===== src/rtl/mem_mapper_ws_pkg.sv =====
// Shared types and default region map for the wait-state memory mapper.
// Regions are packed with region i at slice i; index 0 has the highest priority.
package mem_mapper_ws_pkg;

  typedef enum logic [1:0] {
    MMW_IDLE = 2'd0,
    MMW_WAIT = 2'd1,
    MMW_DONE = 2'd2,
    MMW_ERR  = 2'd3
  } mmw_state_e;

  localparam int MMW_AW   = 16;
  localparam int MMW_DW   = 16;
  localparam int MMW_NREG = 5;

  localparam logic [MMW_DW-1:0] MMW_ERR_PATTERN = 16'hFFFF;

  // Default map: ROM, RAM, UART, INT, GPIO in regions 0..4.
  localparam logic [MMW_NREG*MMW_AW-1:0] MMW_DEF_BASE =
    {16'hFFF0, 16'hFFE8, 16'hFFE0, 16'h2000, 16'h0000};
  localparam logic [MMW_NREG*MMW_AW-1:0] MMW_DEF_LIMIT =
    {16'hFFF3, 16'hFFEF, 16'hFFE7, 16'h5FFF, 16'h1FFF};
  localparam logic [MMW_NREG*4-1:0] MMW_DEF_WAIT =
    {4'd1, 4'd5, 4'd1, 4'd2, 4'd0};
  localparam logic [MMW_NREG-1:0] MMW_DEF_ACK = 5'b00100;

  function automatic logic mmw_req(input logic rdn, input logic wr0n, input logic wr1n);
    return ~rdn | ~wr0n | ~wr1n;
  endfunction

  function automatic logic mmw_proto_err(input logic rdn, input logic wr0n, input logic wr1n);
    return ~rdn & (~wr0n | ~wr1n);
  endfunction

endpackage


===== src/rtl/mem_mapper_ws_if.sv =====
// CPU-side and device-side bus of the mapper. The master modport belongs to the
// CPU/device environment, the slave modport to the mapper itself.
interface mem_mapper_ws_if #(
  parameter int AW   = 16,
  parameter int DW   = 16,
  parameter int NREG = 5
);
  logic [AW-1:0]      ADDR;
  logic               RDN;
  logic               WR0N;
  logic               WR1N;
  logic [DW-1:0]      CPU_DIN;
  logic               READY;
  logic [NREG*DW-1:0] DIN_DEV;
  logic [DW-1:0]      DIN_BUS;
  logic [NREG-1:0]    DEV_ACK;
  logic [NREG-1:0]    SEL;
  logic               RD_DEV;
  logic               WR_DEV;
  logic [1:0]         BE;
  logic [AW-1:0]      DEV_ADDR;
  logic               FAULT_IRQ;
  logic [AW-1:0]      FAULT_ADDR;
  logic               FAULT_CLR;

  modport master (
    output ADDR, RDN, WR0N, WR1N, DIN_DEV, DIN_BUS, DEV_ACK, FAULT_CLR,
    input  CPU_DIN, READY, SEL, RD_DEV, WR_DEV, BE, DEV_ADDR, FAULT_IRQ, FAULT_ADDR
  );

  modport slave (
    input  ADDR, RDN, WR0N, WR1N, DIN_DEV, DIN_BUS, DEV_ACK, FAULT_CLR,
    output CPU_DIN, READY, SEL, RD_DEV, WR_DEV, BE, DEV_ADDR, FAULT_IRQ, FAULT_ADDR
  );
endinterface


===== src/rtl/mem_mapper_ws_region_decoder.sv =====
// Combinational priority decoder: the lowest-indexed region containing the
// address wins. Regions with base above limit can never match.
module mem_mapper_ws_region_decoder #(
  parameter int                   AW        = 16,
  parameter int                   NREG      = 5,
  parameter int                   IW        = 3,
  parameter logic [NREG*AW-1:0]   REG_BASE  = '0,
  parameter logic [NREG*AW-1:0]   REG_LIMIT = '0
) (
  input  logic [AW-1:0]   addr_i,
  output logic            hit_o,
  output logic [IW-1:0]   idx_o,
  output logic [NREG-1:0] onehot_o
);

  logic [NREG-1:0] match_s;

  // Isolate the lowest set match bit, then encode it.
  always_comb begin
    match_s = '0;
    idx_o   = '0;
    for (int i = 0; i < NREG; i++) begin
      match_s[i] = (addr_i >= REG_BASE[i*AW +: AW]) && (addr_i <= REG_LIMIT[i*AW +: AW]);
    end
    onehot_o = match_s & (~match_s + {{(NREG-1){1'b0}}, 1'b1});
    hit_o    = |match_s;
    for (int i = 0; i < NREG; i++) begin
      idx_o = idx_o | (onehot_o[i] ? IW'(i) : IW'(0));
    end
  end

endmodule


===== src/rtl/mem_mapper_ws.sv =====
// Clocked memory mapper: decodes CPU accesses into regions, inserts per-region
// wait states, optionally waits for a device ack, and traps errors and timeouts.
module mem_mapper_ws
  import mem_mapper_ws_pkg::*;
#(
  parameter int                 AW        = MMW_AW,
  parameter int                 DW        = MMW_DW,
  parameter int                 NREG      = MMW_NREG,
  parameter logic [NREG*AW-1:0] REG_BASE  = MMW_DEF_BASE,
  parameter logic [NREG*AW-1:0] REG_LIMIT = MMW_DEF_LIMIT,
  parameter logic [NREG*4-1:0]  REG_WAIT  = MMW_DEF_WAIT,
  parameter logic [NREG-1:0]    REG_ACK   = MMW_DEF_ACK,
  parameter int                 TIMEOUT   = 64
) (
  input  logic            CLK,
  input  logic            RESETN,
  mem_mapper_ws_if.slave  bus
);

  localparam int IW = (NREG > 1) ? $clog2(NREG) : 1;
  localparam int WW = $clog2(TIMEOUT);

  mmw_state_e     state_q, state_d;
  logic [AW-1:0]  dev_addr_q, dev_addr_d;
  logic [IW-1:0]  idx_q, idx_d;
  logic [3:0]     cnt_q, cnt_d;
  logic [WW-1:0]  wdog_q, wdog_d;
  logic           ready_q, ready_d;
  logic [DW-1:0]  cpu_din_q, cpu_din_d;
  logic [NREG-1:0] sel_q, sel_d;
  logic           rd_dev_q, rd_dev_d;
  logic           wr_dev_q, wr_dev_d;
  logic [1:0]     be_q, be_d;
  logic           irq_q, irq_d;
  logic [AW-1:0]  fault_addr_q, fault_addr_d;

  logic            dec_hit_s;
  logic [IW-1:0]   dec_idx_s;
  logic [NREG-1:0] dec_onehot_s;
  logic            req_s;
  logic            perr_s;
  logic            err_entry_s;
  logic [AW-1:0]   err_addr_s;
  logic [DW-1:0]   din_sel_s;
  logic            done_ok_s;

  mem_mapper_ws_region_decoder #(
    .AW       (AW),
    .NREG     (NREG),
    .IW       (IW),
    .REG_BASE (REG_BASE),
    .REG_LIMIT(REG_LIMIT)
  ) u_dec (
    .addr_i  (bus.ADDR),
    .hit_o   (dec_hit_s),
    .idx_o   (dec_idx_s),
    .onehot_o(dec_onehot_s)
  );

  assign req_s     = mmw_req(bus.RDN, bus.WR0N, bus.WR1N);
  assign perr_s    = mmw_proto_err(bus.RDN, bus.WR0N, bus.WR1N);
  assign din_sel_s = bus.DIN_DEV[int'(idx_q)*DW +: DW];
  assign done_ok_s = (cnt_q == 4'd0) && (!REG_ACK[idx_q] || bus.DEV_ACK[idx_q]);

  // Next-state and next-output logic; outputs are registered alongside the state.
  always_comb begin
    state_d      = state_q;
    dev_addr_d   = dev_addr_q;
    idx_d        = idx_q;
    cnt_d        = cnt_q;
    wdog_d       = wdog_q;
    ready_d      = ready_q;
    cpu_din_d    = cpu_din_q;
    sel_d        = sel_q;
    rd_dev_d     = rd_dev_q;
    wr_dev_d     = wr_dev_q;
    be_d         = be_q;
    fault_addr_d = fault_addr_q;
    irq_d        = irq_q;
    err_entry_s  = 1'b0;
    err_addr_s   = dev_addr_q;

    case (state_q)
      MMW_IDLE: begin
        if (req_s) begin
          dev_addr_d = bus.ADDR;
          idx_d      = dec_idx_s;
          cnt_d      = REG_WAIT[int'(dec_idx_s)*4 +: 4];
          wdog_d     = '0;
          if (!dec_hit_s || perr_s) begin
            state_d     = MMW_ERR;
            ready_d     = 1'b1;
            cpu_din_d   = {DW{1'b1}};
            sel_d       = '0;
            rd_dev_d    = 1'b0;
            wr_dev_d    = 1'b0;
            be_d        = 2'b00;
            err_entry_s = 1'b1;
            err_addr_s  = bus.ADDR;
          end else begin
            state_d  = MMW_WAIT;
            sel_d    = dec_onehot_s;
            rd_dev_d = ~bus.RDN;
            wr_dev_d = bus.RDN;
            // Write lanes are crossed on purpose: BE[0] follows WR1N, BE[1] follows WR0N.
            be_d     = bus.RDN ? {~bus.WR0N, ~bus.WR1N} : 2'b11;
          end
        end else begin
          state_d = MMW_IDLE;
        end
      end
      MMW_WAIT: begin
        if (done_ok_s) begin
          state_d   = MMW_DONE;
          ready_d   = 1'b1;
          cpu_din_d = rd_dev_q ? din_sel_s : cpu_din_q;
        end else if (wdog_q == WW'(TIMEOUT - 1)) begin
          state_d     = MMW_ERR;
          ready_d     = 1'b1;
          cpu_din_d   = {DW{1'b1}};
          sel_d       = '0;
          rd_dev_d    = 1'b0;
          wr_dev_d    = 1'b0;
          be_d        = 2'b00;
          err_entry_s = 1'b1;
          err_addr_s  = dev_addr_q;
        end else begin
          cnt_d  = (cnt_q != 4'd0) ? cnt_q - 4'd1 : cnt_q;
          wdog_d = (wdog_q != {WW{1'b1}}) ? wdog_q + WW'(1) : wdog_q;
        end
      end
      MMW_DONE, MMW_ERR: begin
        if (!req_s) begin
          state_d  = MMW_IDLE;
          ready_d  = 1'b0;
          sel_d    = '0;
          rd_dev_d = 1'b0;
          wr_dev_d = 1'b0;
          be_d     = 2'b00;
        end else begin
          state_d = state_q;
        end
      end
      default: begin
        state_d  = MMW_IDLE;
        ready_d  = 1'b0;
        sel_d    = '0;
        rd_dev_d = 1'b0;
        wr_dev_d = 1'b0;
        be_d     = 2'b00;
      end
    endcase

    // A new fault outranks a simultaneous clear; only the first fault address is kept.
    if (err_entry_s) begin
      irq_d        = 1'b1;
      fault_addr_d = irq_q ? fault_addr_q : err_addr_s;
    end else if (bus.FAULT_CLR) begin
      irq_d = 1'b0;
    end else begin
      irq_d = irq_q;
    end
  end

  // State and registered-output flops.
  always_ff @(posedge CLK or negedge RESETN) begin
    if (!RESETN) begin
      state_q      <= MMW_IDLE;
      dev_addr_q   <= '0;
      idx_q        <= '0;
      cnt_q        <= 4'd0;
      wdog_q       <= '0;
      ready_q      <= 1'b0;
      cpu_din_q    <= '0;
      sel_q        <= '0;
      rd_dev_q     <= 1'b0;
      wr_dev_q     <= 1'b0;
      be_q         <= 2'b00;
      irq_q        <= 1'b0;
      fault_addr_q <= '0;
    end else begin
      state_q      <= state_d;
      dev_addr_q   <= dev_addr_d;
      idx_q        <= idx_d;
      cnt_q        <= cnt_d;
      wdog_q       <= wdog_d;
      ready_q      <= ready_d;
      cpu_din_q    <= cpu_din_d;
      sel_q        <= sel_d;
      rd_dev_q     <= rd_dev_d;
      wr_dev_q     <= wr_dev_d;
      be_q         <= be_d;
      irq_q        <= irq_d;
      fault_addr_q <= fault_addr_d;
    end
  end

  assign bus.CPU_DIN    = cpu_din_q;
  assign bus.READY      = ready_q;
  assign bus.SEL        = sel_q;
  assign bus.RD_DEV     = rd_dev_q;
  assign bus.WR_DEV     = wr_dev_q;
  assign bus.BE         = be_q;
  assign bus.DEV_ADDR   = dev_addr_q;
  assign bus.FAULT_IRQ  = irq_q;
  assign bus.FAULT_ADDR = fault_addr_q;

endmodule


===== src/flat_wrapper.sv =====
// flat-port wrapper written by rule: the top's interface ports become plain ports
module mem_mapper_ws_flat import mem_mapper_ws_pkg::*;
#(
  parameter int                 AW        = MMW_AW,
  parameter int                 DW        = MMW_DW,
  parameter int                 NREG      = MMW_NREG,
  parameter logic [NREG*AW-1:0] REG_BASE  = MMW_DEF_BASE,
  parameter logic [NREG*AW-1:0] REG_LIMIT = MMW_DEF_LIMIT,
  parameter logic [NREG*4-1:0]  REG_WAIT  = MMW_DEF_WAIT,
  parameter logic [NREG-1:0]    REG_ACK   = MMW_DEF_ACK,
  parameter int                 TIMEOUT   = 64
)
  (CLK, RESETN, bus_ADDR, bus_RDN, bus_WR0N, bus_WR1N, bus_DIN_DEV, bus_DIN_BUS, bus_DEV_ACK, bus_FAULT_CLR, bus_CPU_DIN, bus_READY, bus_SEL, bus_RD_DEV, bus_WR_DEV, bus_BE, bus_DEV_ADDR, bus_FAULT_IRQ, bus_FAULT_ADDR);
  mem_mapper_ws_if #(.AW(AW), .DW(DW), .NREG(NREG)) bus_i ();
  input  logic CLK;
  input  logic RESETN;
  input wire logic [$bits(bus_i.ADDR)-1:0] bus_ADDR;
  input wire logic [$bits(bus_i.RDN)-1:0] bus_RDN;
  input wire logic [$bits(bus_i.WR0N)-1:0] bus_WR0N;
  input wire logic [$bits(bus_i.WR1N)-1:0] bus_WR1N;
  input wire logic [$bits(bus_i.DIN_DEV)-1:0] bus_DIN_DEV;
  input wire logic [$bits(bus_i.DIN_BUS)-1:0] bus_DIN_BUS;
  input wire logic [$bits(bus_i.DEV_ACK)-1:0] bus_DEV_ACK;
  input wire logic [$bits(bus_i.FAULT_CLR)-1:0] bus_FAULT_CLR;
  output wire logic [$bits(bus_i.CPU_DIN)-1:0] bus_CPU_DIN;
  output wire logic [$bits(bus_i.READY)-1:0] bus_READY;
  output wire logic [$bits(bus_i.SEL)-1:0] bus_SEL;
  output wire logic [$bits(bus_i.RD_DEV)-1:0] bus_RD_DEV;
  output wire logic [$bits(bus_i.WR_DEV)-1:0] bus_WR_DEV;
  output wire logic [$bits(bus_i.BE)-1:0] bus_BE;
  output wire logic [$bits(bus_i.DEV_ADDR)-1:0] bus_DEV_ADDR;
  output wire logic [$bits(bus_i.FAULT_IRQ)-1:0] bus_FAULT_IRQ;
  output wire logic [$bits(bus_i.FAULT_ADDR)-1:0] bus_FAULT_ADDR;
  assign bus_i.ADDR = bus_ADDR;
  assign bus_i.RDN = bus_RDN;
  assign bus_i.WR0N = bus_WR0N;
  assign bus_i.WR1N = bus_WR1N;
  assign bus_i.DIN_DEV = bus_DIN_DEV;
  assign bus_i.DIN_BUS = bus_DIN_BUS;
  assign bus_i.DEV_ACK = bus_DEV_ACK;
  assign bus_i.FAULT_CLR = bus_FAULT_CLR;
  assign bus_CPU_DIN = bus_i.CPU_DIN;
  assign bus_READY = bus_i.READY;
  assign bus_SEL = bus_i.SEL;
  assign bus_RD_DEV = bus_i.RD_DEV;
  assign bus_WR_DEV = bus_i.WR_DEV;
  assign bus_BE = bus_i.BE;
  assign bus_DEV_ADDR = bus_i.DEV_ADDR;
  assign bus_FAULT_IRQ = bus_i.FAULT_IRQ;
  assign bus_FAULT_ADDR = bus_i.FAULT_ADDR;
  mem_mapper_ws #(.AW(AW), .DW(DW), .NREG(NREG), .REG_BASE(REG_BASE), .REG_LIMIT(REG_LIMIT), .REG_WAIT(REG_WAIT), .REG_ACK(REG_ACK), .TIMEOUT(TIMEOUT)) u_core (.CLK(CLK), .RESETN(RESETN), .bus(bus_i));
endmodule

===== config.mk =====
export PLATFORM = sky130hd
export DESIGN_NAME = mem_mapper_ws_flat
export DESIGN_NICKNAME = d
export VERILOG_FILES = /design/src/rtl/mem_mapper_ws_pkg.sv /design/src/rtl/mem_mapper_ws_if.sv /design/src/rtl/mem_mapper_ws_region_decoder.sv /design/src/rtl/mem_mapper_ws.sv /design/src/flat_wrapper.sv
export SDC_FILE = /design/constraint.sdc
export NUM_CORES = 1
export LEC_CHECK = 0
export ABC_AREA = 1
export CELL_PAD_IN_SITES_DETAIL_PLACEMENT = 0
export CELL_PAD_IN_SITES_GLOBAL_PLACEMENT = 1
export CORE_UTILIZATION = 30
export CTS_BUF_LIST = sky130_fd_sc_hd__clkbuf_8
export DETAILED_ROUTE_END_ITERATION = 8
export HOLD_SLACK_MARGIN = 0.12
export PLACE_DENSITY_LB_ADDON = 0.1
export SYNTH_ARGS = -nofsm -noshare
export SYNTH_HDL_FRONTEND = slang
export SYNTH_SLANG_ARGS = --single-unit

===== constraint.sdc =====
create_clock -name CLK -period 2.49 [get_ports CLK]
set_clock_uncertainty 0.2 [all_clocks]
set_input_delay 0.249 -clock CLK [delete_from_list [all_inputs] [get_ports CLK]]
set_output_delay 0.249 -clock CLK [all_outputs]
set_load 0.005 [all_outputs]

# Word level (Yosys, flattened, before mapping)
# Memory sizes are Yosys's and may differ from the RTL's.
# Index checks and enable logic that the tools add are counted.
[op_classes]
bitwise = 13
n_shift = 2
n_addsub = 3
n_reduce_logical = 25
muxes = 65
n_eq_ne = 15
n_lt_le_gt_ge = 11
[ops]
columns = ["operator", "count"]
rows = [
  ["$mux W16", 8],
  ["$shiftx A80 B8 Y16", 1],
  ["$ge A16 B16 Y1 const B", 3],
  ["$le A16 B16 Y1 const B", 3],
  ["$pmux W16 S2", 1],
  ["$mux W5", 5],
  ["$mux W2", 12],
  ["$mux W6", 4],
  ["$mux W1", 20],
  ["$shiftx A20 B6 Y4 const A", 1],
  ["$ge A16 B1 Y1 const B", 1],
  ["$ge A16 B14 Y1 const B", 1],
  ["$le A16 B13 Y1 const B", 1],
  ["$le A16 B15 Y1 const B", 1],
  ["$mux W4", 4],
  ["$pmux W5 S3", 1],
  ["$reduce_and A5 Y1", 3],
  ["$pmux W2 S3", 2],
  ["$pmux W6 S2", 1],
  ["$ne A2 B1 Y1 const B", 5],
  ["$pmux W1 S3", 3],
  ["$pmux W4 S2", 1],
  ["$reduce_and A4 Y1", 2],
  ["$add A6 B1 Y6 const B", 1],
  ["30 further kinds", 49],
]
[word_totals]
in_bits = 123
out_inout_bits = 59
regBits = 74
n_memories = 1
mem_bits_ro = 8
[memory_table]
columns = ["memory", "words", "width", "read_ports", "rd_ports_with_merged_regs", "wr", "line", "source"]
rows = [
  ["(no name shown)", 8, 1, 1, 0, 0, "mem_mapper_ws.sv:63", "assign done_ok_s = (cnt_q == 4'd0) && (!REG_ACK[idx_q] || bus.DEV_ACK[idx_q]);"],
]

# Longest topological paths before layout
# Gate-level depths: netlist of run 1.
[logic_depth]
word_depth = 12
depth_mapped = 14
depth_no_buf = 12

# Modules after synthesis
# From an unflattened synthesis of run 1, not the netlist that was laid out.
[hier_totals]
hier_cells = 616
hier_area_um2 = 4351.7
[modules_own_cells]
columns = ["module", "n_inst", "cells_per_inst", "area_per_inst_um2"]
rows = [
  ["mem_mapper_ws", 1, 584, 4187.8],
  ["mem_mapper_ws_region_decoder", 1, 32, 163.9],
]

# Least setup slack after synthesis of run 1
# Ideal clock, no wire load.
[synth_path]
path_type = "register to register"
from = "register u_core.wdog_q[0]"
to = "register u_core.cpu_din_q[10] (netlist: u_core.bus.CPU_DIN[10])"
path_slack_ns = 0.482
path_buffers = 1
synth_period_minus_slack_ns = 2.008
setup_time_ns = 0.065
required_ns = 2.225
stages_incl_launch_ff = 9
t_arrival_ns = 1.742
cell_sequence = "dfrtp_1 ha_1 nand3_1 nor3_1 nor2_1 a21oi_2 buf_2 nand4_1 nand2_1"
[synth_between]
elab_chain_cells = 3
[synth_rtl]
columns = ["element", "line", "source"]
rows = [
  ["start, declared", "mem_mapper_ws.sv:27", "logic [WW-1:0] wdog_q, wdog_d;"],
  ["start signal, assigned", "mem_mapper_ws.sv:186", "wdog_q <= wdog_d;"],
  ["$eq A6 B6 Y1", "mem_mapper_ws.sv:117", "end else if (wdog_q == WW'(TIMEOUT - 1)) begin"],
  ["$ne A3 B1 Y1 (no line)", "-", ""],
  ["$reduce_and A5 Y1 (no line)", "-", ""],
  ["end signal, assigned", "mem_mapper_ws.sv:188", "cpu_din_q <= cpu_din_d;"],
  ["end, declared", "mem_mapper_ws.sv:29", "logic [DW-1:0] cpu_din_q, cpu_din_d;"],
]
# Every way passes these cells.
# A chain may end at the register's enable or synchronous reset.

# Final worst setup path of run 1
[layout_path]
from = "register u_core.state_q[1]"
to = "register u_core.cpu_din_q[8] (netlist: u_core.bus.CPU_DIN[8])"
[layout_between]
elab_chain_cells = 3
[layout_rtl]
columns = ["element", "line", "source"]
rows = [
  ["start, declared", "mem_mapper_ws.sv:23", "mmw_state_e state_q, state_d;"],
  ["start signal, assigned", "mem_mapper_ws.sv:182", "state_q <= state_d;"],
  ["$eq A2 B1 Y1 / $logic_not A2 Y1 (equally long branches)", "mem_mapper_ws.sv:83", "case (state_q)"],
  ["$ne A3 B2 Y1 (no line) (tied with other cells)", "-", ""],
  ["$reduce_and A5 Y1 (no line)", "-", ""],
]
# Parallel ways exist; a longest one is shown, timed or not.

==> metrics.csv, run 1 <==
stage,metric,value,unit
routing,firstDrtPassIters,5,
outcome,status,"finished, final reports clean",
timing,worst_pin_slew,0.5535,ns
yosys,ys_seq_elements,74,
yosys,ys_types,33,
place,portBuffers,161,
yosys,yosys_most_used_dff,dfrtp_1,
yosys,seq_area_frac_synth,0.4327,
place,dp_slack,-0.09692,ns
floorplan,die_w,121.4,µm
cts,cts_tree,built,
worst_setup_path,path_class,reg -> reg,
yosys,synthTopCellsByArea,"dfrtp_1 (43%), nand2_1 (16%), nand3_1 (7.4%)",
yosys,async_flop_share,1.000,
cells_and_area,fillCellCount,1432,
yosys,synth_top_cell_by_area,dfrtp_1,
worst_setup_path,r2r_cells,7,
worst_setup_path,path_cells,nor2_2 -> inv_2 -> nor2_1 -> a21oi_1 -> nand4_4 -> nand2_1 -> nand2_1,
place,hpwl,10240,µm
routing,wl_per_cell,14.14,µm
floorplan,rows,43,
timing,timing.final.ws_setup,0.2835,ns
cells_and_area,drive_gt1_frac,0.07484,
worst_setup_path,slowest_delay,0.44,ns
routing,vias_per_cell,4.689,
worst_setup_path,critPathRequiredTime,2.58,ns
yosys,synthCells,601,
cells_and_area,fin_util,0.4603,
place,globalplace.congestion,0.8047,
timing,fmax,453.2,MHz
worst_setup_path,cp.arrival,2.29,ns
worst_setup_path,critPathMaxFanout,16,
routing,drc,0,
floorplan,start_util,0.3083,
global_route,grt.total_usage,0.1899,
timing,hold_viol_final,0,
worst_setup_path,path_buf_inv,1,
yosys,synth_edf_count,0,
cts,clkTransAtPathRegs,0.07,ns
place,dpl.cell_count,939,
yosys,syn_area_per_cell,7.120,µm²
yosys,syn-num-nets,727,
cts,htree_levels,3,
worst_hold_path,hold_path.class,in -> async,
timing,fin_crit,2.207,ns
cts,cts-root-buf,clkbuf_8,
cells_and_area,syn2layout_area_growth,49.33,%
worst_setup_path,cp_num_cells,7,
cells_and_area,instances_no_fill,955,
global_route,overflow,0,
floorplan,io_pins,182,
timing,rsz0062_at_grt,false,
cts,clock_sinks,74,
cts,clk_latency,0.35,ns
cts,post-cts-setup-buffers,0,
global_route,grt_pass1_vias,4373,
power_and_ir_drop,power,0.006137,W
cells_and_area,diodes,0,
worst_setup_path,cpMostUsedCell,nand2_1,
floorplan,core_area,0.01388,mm²
cts,cts_inserted_buffers,9,
timing,final_max_slew_viol_count,0,
routing,vias,4478,
flow_run,cap_violations,0,
cells_and_area,final_net_count,897,
global_route,grt_pass1_wl,21710,µm
worst_setup_path,crit_path_end_kind,flop,
routing,drt_iter0_drc,244,
timing,tns,0,ns
worst_setup_path,slowest_stage,dfrtp_1,
worst_setup_path,crit_path_start_kind,flop,
floorplan,die_h,121.4,µm
power_and_ir_drop,power_density,960.4,mW/mm²
global_route,grt_max_degree,52,
routing,ant_nets,0,
timing,slew_headroom,0.6310,
worst_setup_path,path_delay_family,simple AND/OR/NAND/NOR gates,
cells_and_area,area.sequential,0.001852,mm²
power_and_ir_drop,leakage,3.018,nW
floorplan,dieArea,0.01475,mm²
power_and_ir_drop,peakVddDrop,0.5509,mV
timing,layout_worst_path_cycle_share,0.8861,
timing,setup_violations,0,
cells_and_area,multiInputGateArea,0.002058,mm²
routing,totalWireLength,13500,µm
yosys,yosysWarnings,0,
yosys,synth_top_area_frac,0.4327,
cts,cts_buffer_depth,2,
global_route,antenna_found_initial,0,
yosys,syn_area,0.004279,mm²
==> placed cells by master, fill, tap and decap left out, types with 3 or more instances in the layout <==
| master | count |
|---|---|
| inv_1 | 71 |
| buf_4 | 25 |
| dfrtp_1 | 74 |
| nor2_1 | 29 |
| nand4_1 | 20 |
| nand2_1 | 183 |
| nor3_1 | 5 |
| clkbuf_8 | 10 |
| nand3_1 | 63 |
| ha_1 | 3 |
| clkdlybuf4s50_1 | 160 |
| nand2_4 | 4 |
| o21ai_0 | 35 |
| a21oi_1 | 61 |
==> through the flow <==
stage,hold WS [ns],cell area [µm²]
6_report,0.2334,6390
4_1_cts,0.2383,6362
5_1_grt,0.2623,6390
3_5_place_dp,0.07139,6167
2_1_floorplan,-0.2466,4279
3_3_place_gp,0.07034,6167
==> power by group <==
part | internal, W | leakage, nW | switching [W]
Clock | 0.000474 | 0.105 | 0.000423
Combinational | 0.00153 | 1.99 | 0.00173
Sequential | 0.00169 | 0.924 | 0.000294
==> cell usage after synthesis, types with 2 or more instances <==
library cell and number:
inv_2 2, buf_1 5, buf_2 6, clkbuf_1 12, a21oi_2 2, nand2_1 183
nand2_2 2, o211ai_1 2, buf_4 2, inv_1 69, ha_1 3, a21oi_1 61
dfrtp_1 74, a31oi_1 2, o21ai_0 35, nand4_2 2, nor3_1 7, nor2_1 29
buf_6 2, nor2_2 2, xor2_1 2, nand4_1 20, nand3_1 63, nand2_4 4
nand3_2 2
==> state kept, by name, indices dropped and copies added (netlist names), 2 cells and up <==
| signal | flops |
|---|---|
| u_core.bus.SEL | 5 |
| u_core.wdog_q | 6 |
| u_core.bus.FAULT_ADDR | 16 |
| u_core.bus.CPU_DIN | 16 |
| u_core.idx_q | 3 |
| u_core.bus.DEV_ADDR | 16 |
| u_core.state_q | 2 |
| u_core.cnt_q | 4 |
| u_core.bus.BE | 2 |
==> worst paths after layout <==
kind / startpoint / end / slack, ns
hold / removal: RESETN / u_core.bus.CPU_DIN[11] / 0.23
setup / recovery: u_core.state_q[1] / u_core.bus.CPU_DIN[8] / 0.28
setup reg to reg: u_core.state_q[1] / u_core.bus.CPU_DIN[8] / 0.28
hold reg to reg: u_core.bus.FAULT_ADDR[9] / u_core.bus.FAULT_ADDR[9] / 0.28
min in group CLK: u_core.bus.FAULT_ADDR[9] / u_core.bus.FAULT_ADDR[9] / 0.28
max in group asynchronous: RESETN / u_core.bus.FAULT_ADDR[6] / 1.20
==> logic make-up (layout without fill, tap and decap cells) <==
family	count (synthesis)	count (layout)	share of synthesized area
multiplexers	1	1	0.002339
flip-flops	74	74	0.4327
buffers and inverters	99	273	0.09386
XOR/XNOR	2	2	0.004094
adder cells (fa/ha/maj)	3	3	0.008773
AND/OR/NAND/NOR	316	316	0.3281
AO/OA/AOI/OAI	106	106	0.1301
==> timing repair <==
| item | CTS | global route |
|---|---|---|
| gates resized for setup | 0 | 4 |
| hold endpoints to repair | 39 | 0 |
| endpoints found under the setup margin | 0 | 40 |
| hold buffers | 1 | 0 |
==> layer usage <==
metal,wire (µm),share of wire,vias up,GRT usage
li1,-,-,2298,-
met1,6340,0.47,2090,0.2527
met2,6610,0.49,88,0.3175
met3,507,0.038,2,0.03336
met4,45,0.0033,0,0.04552
met5,0,0,-,0
==> layout make-up <==
type	instances	share of cell area
repair buffers	186	0.2816
well taps	180	0.03525
inverters	72	0.04229
clock inverters	5	0.007441
clock buffers	10	0.02154
multi-input cells	428	0.3221
flip-flops and latches	74	0.2898
Power figures use the tool's default switching activity.
==> inputs of run 2 (changes only) <==
CTS_CLUSTER_DIAMETER = 30   (was not set)
CTS_CLUSTER_SIZE = 16   (was not set)
==> results of run 2 <==
The final DEF is identical to that of run 1; final timing and power are the same.
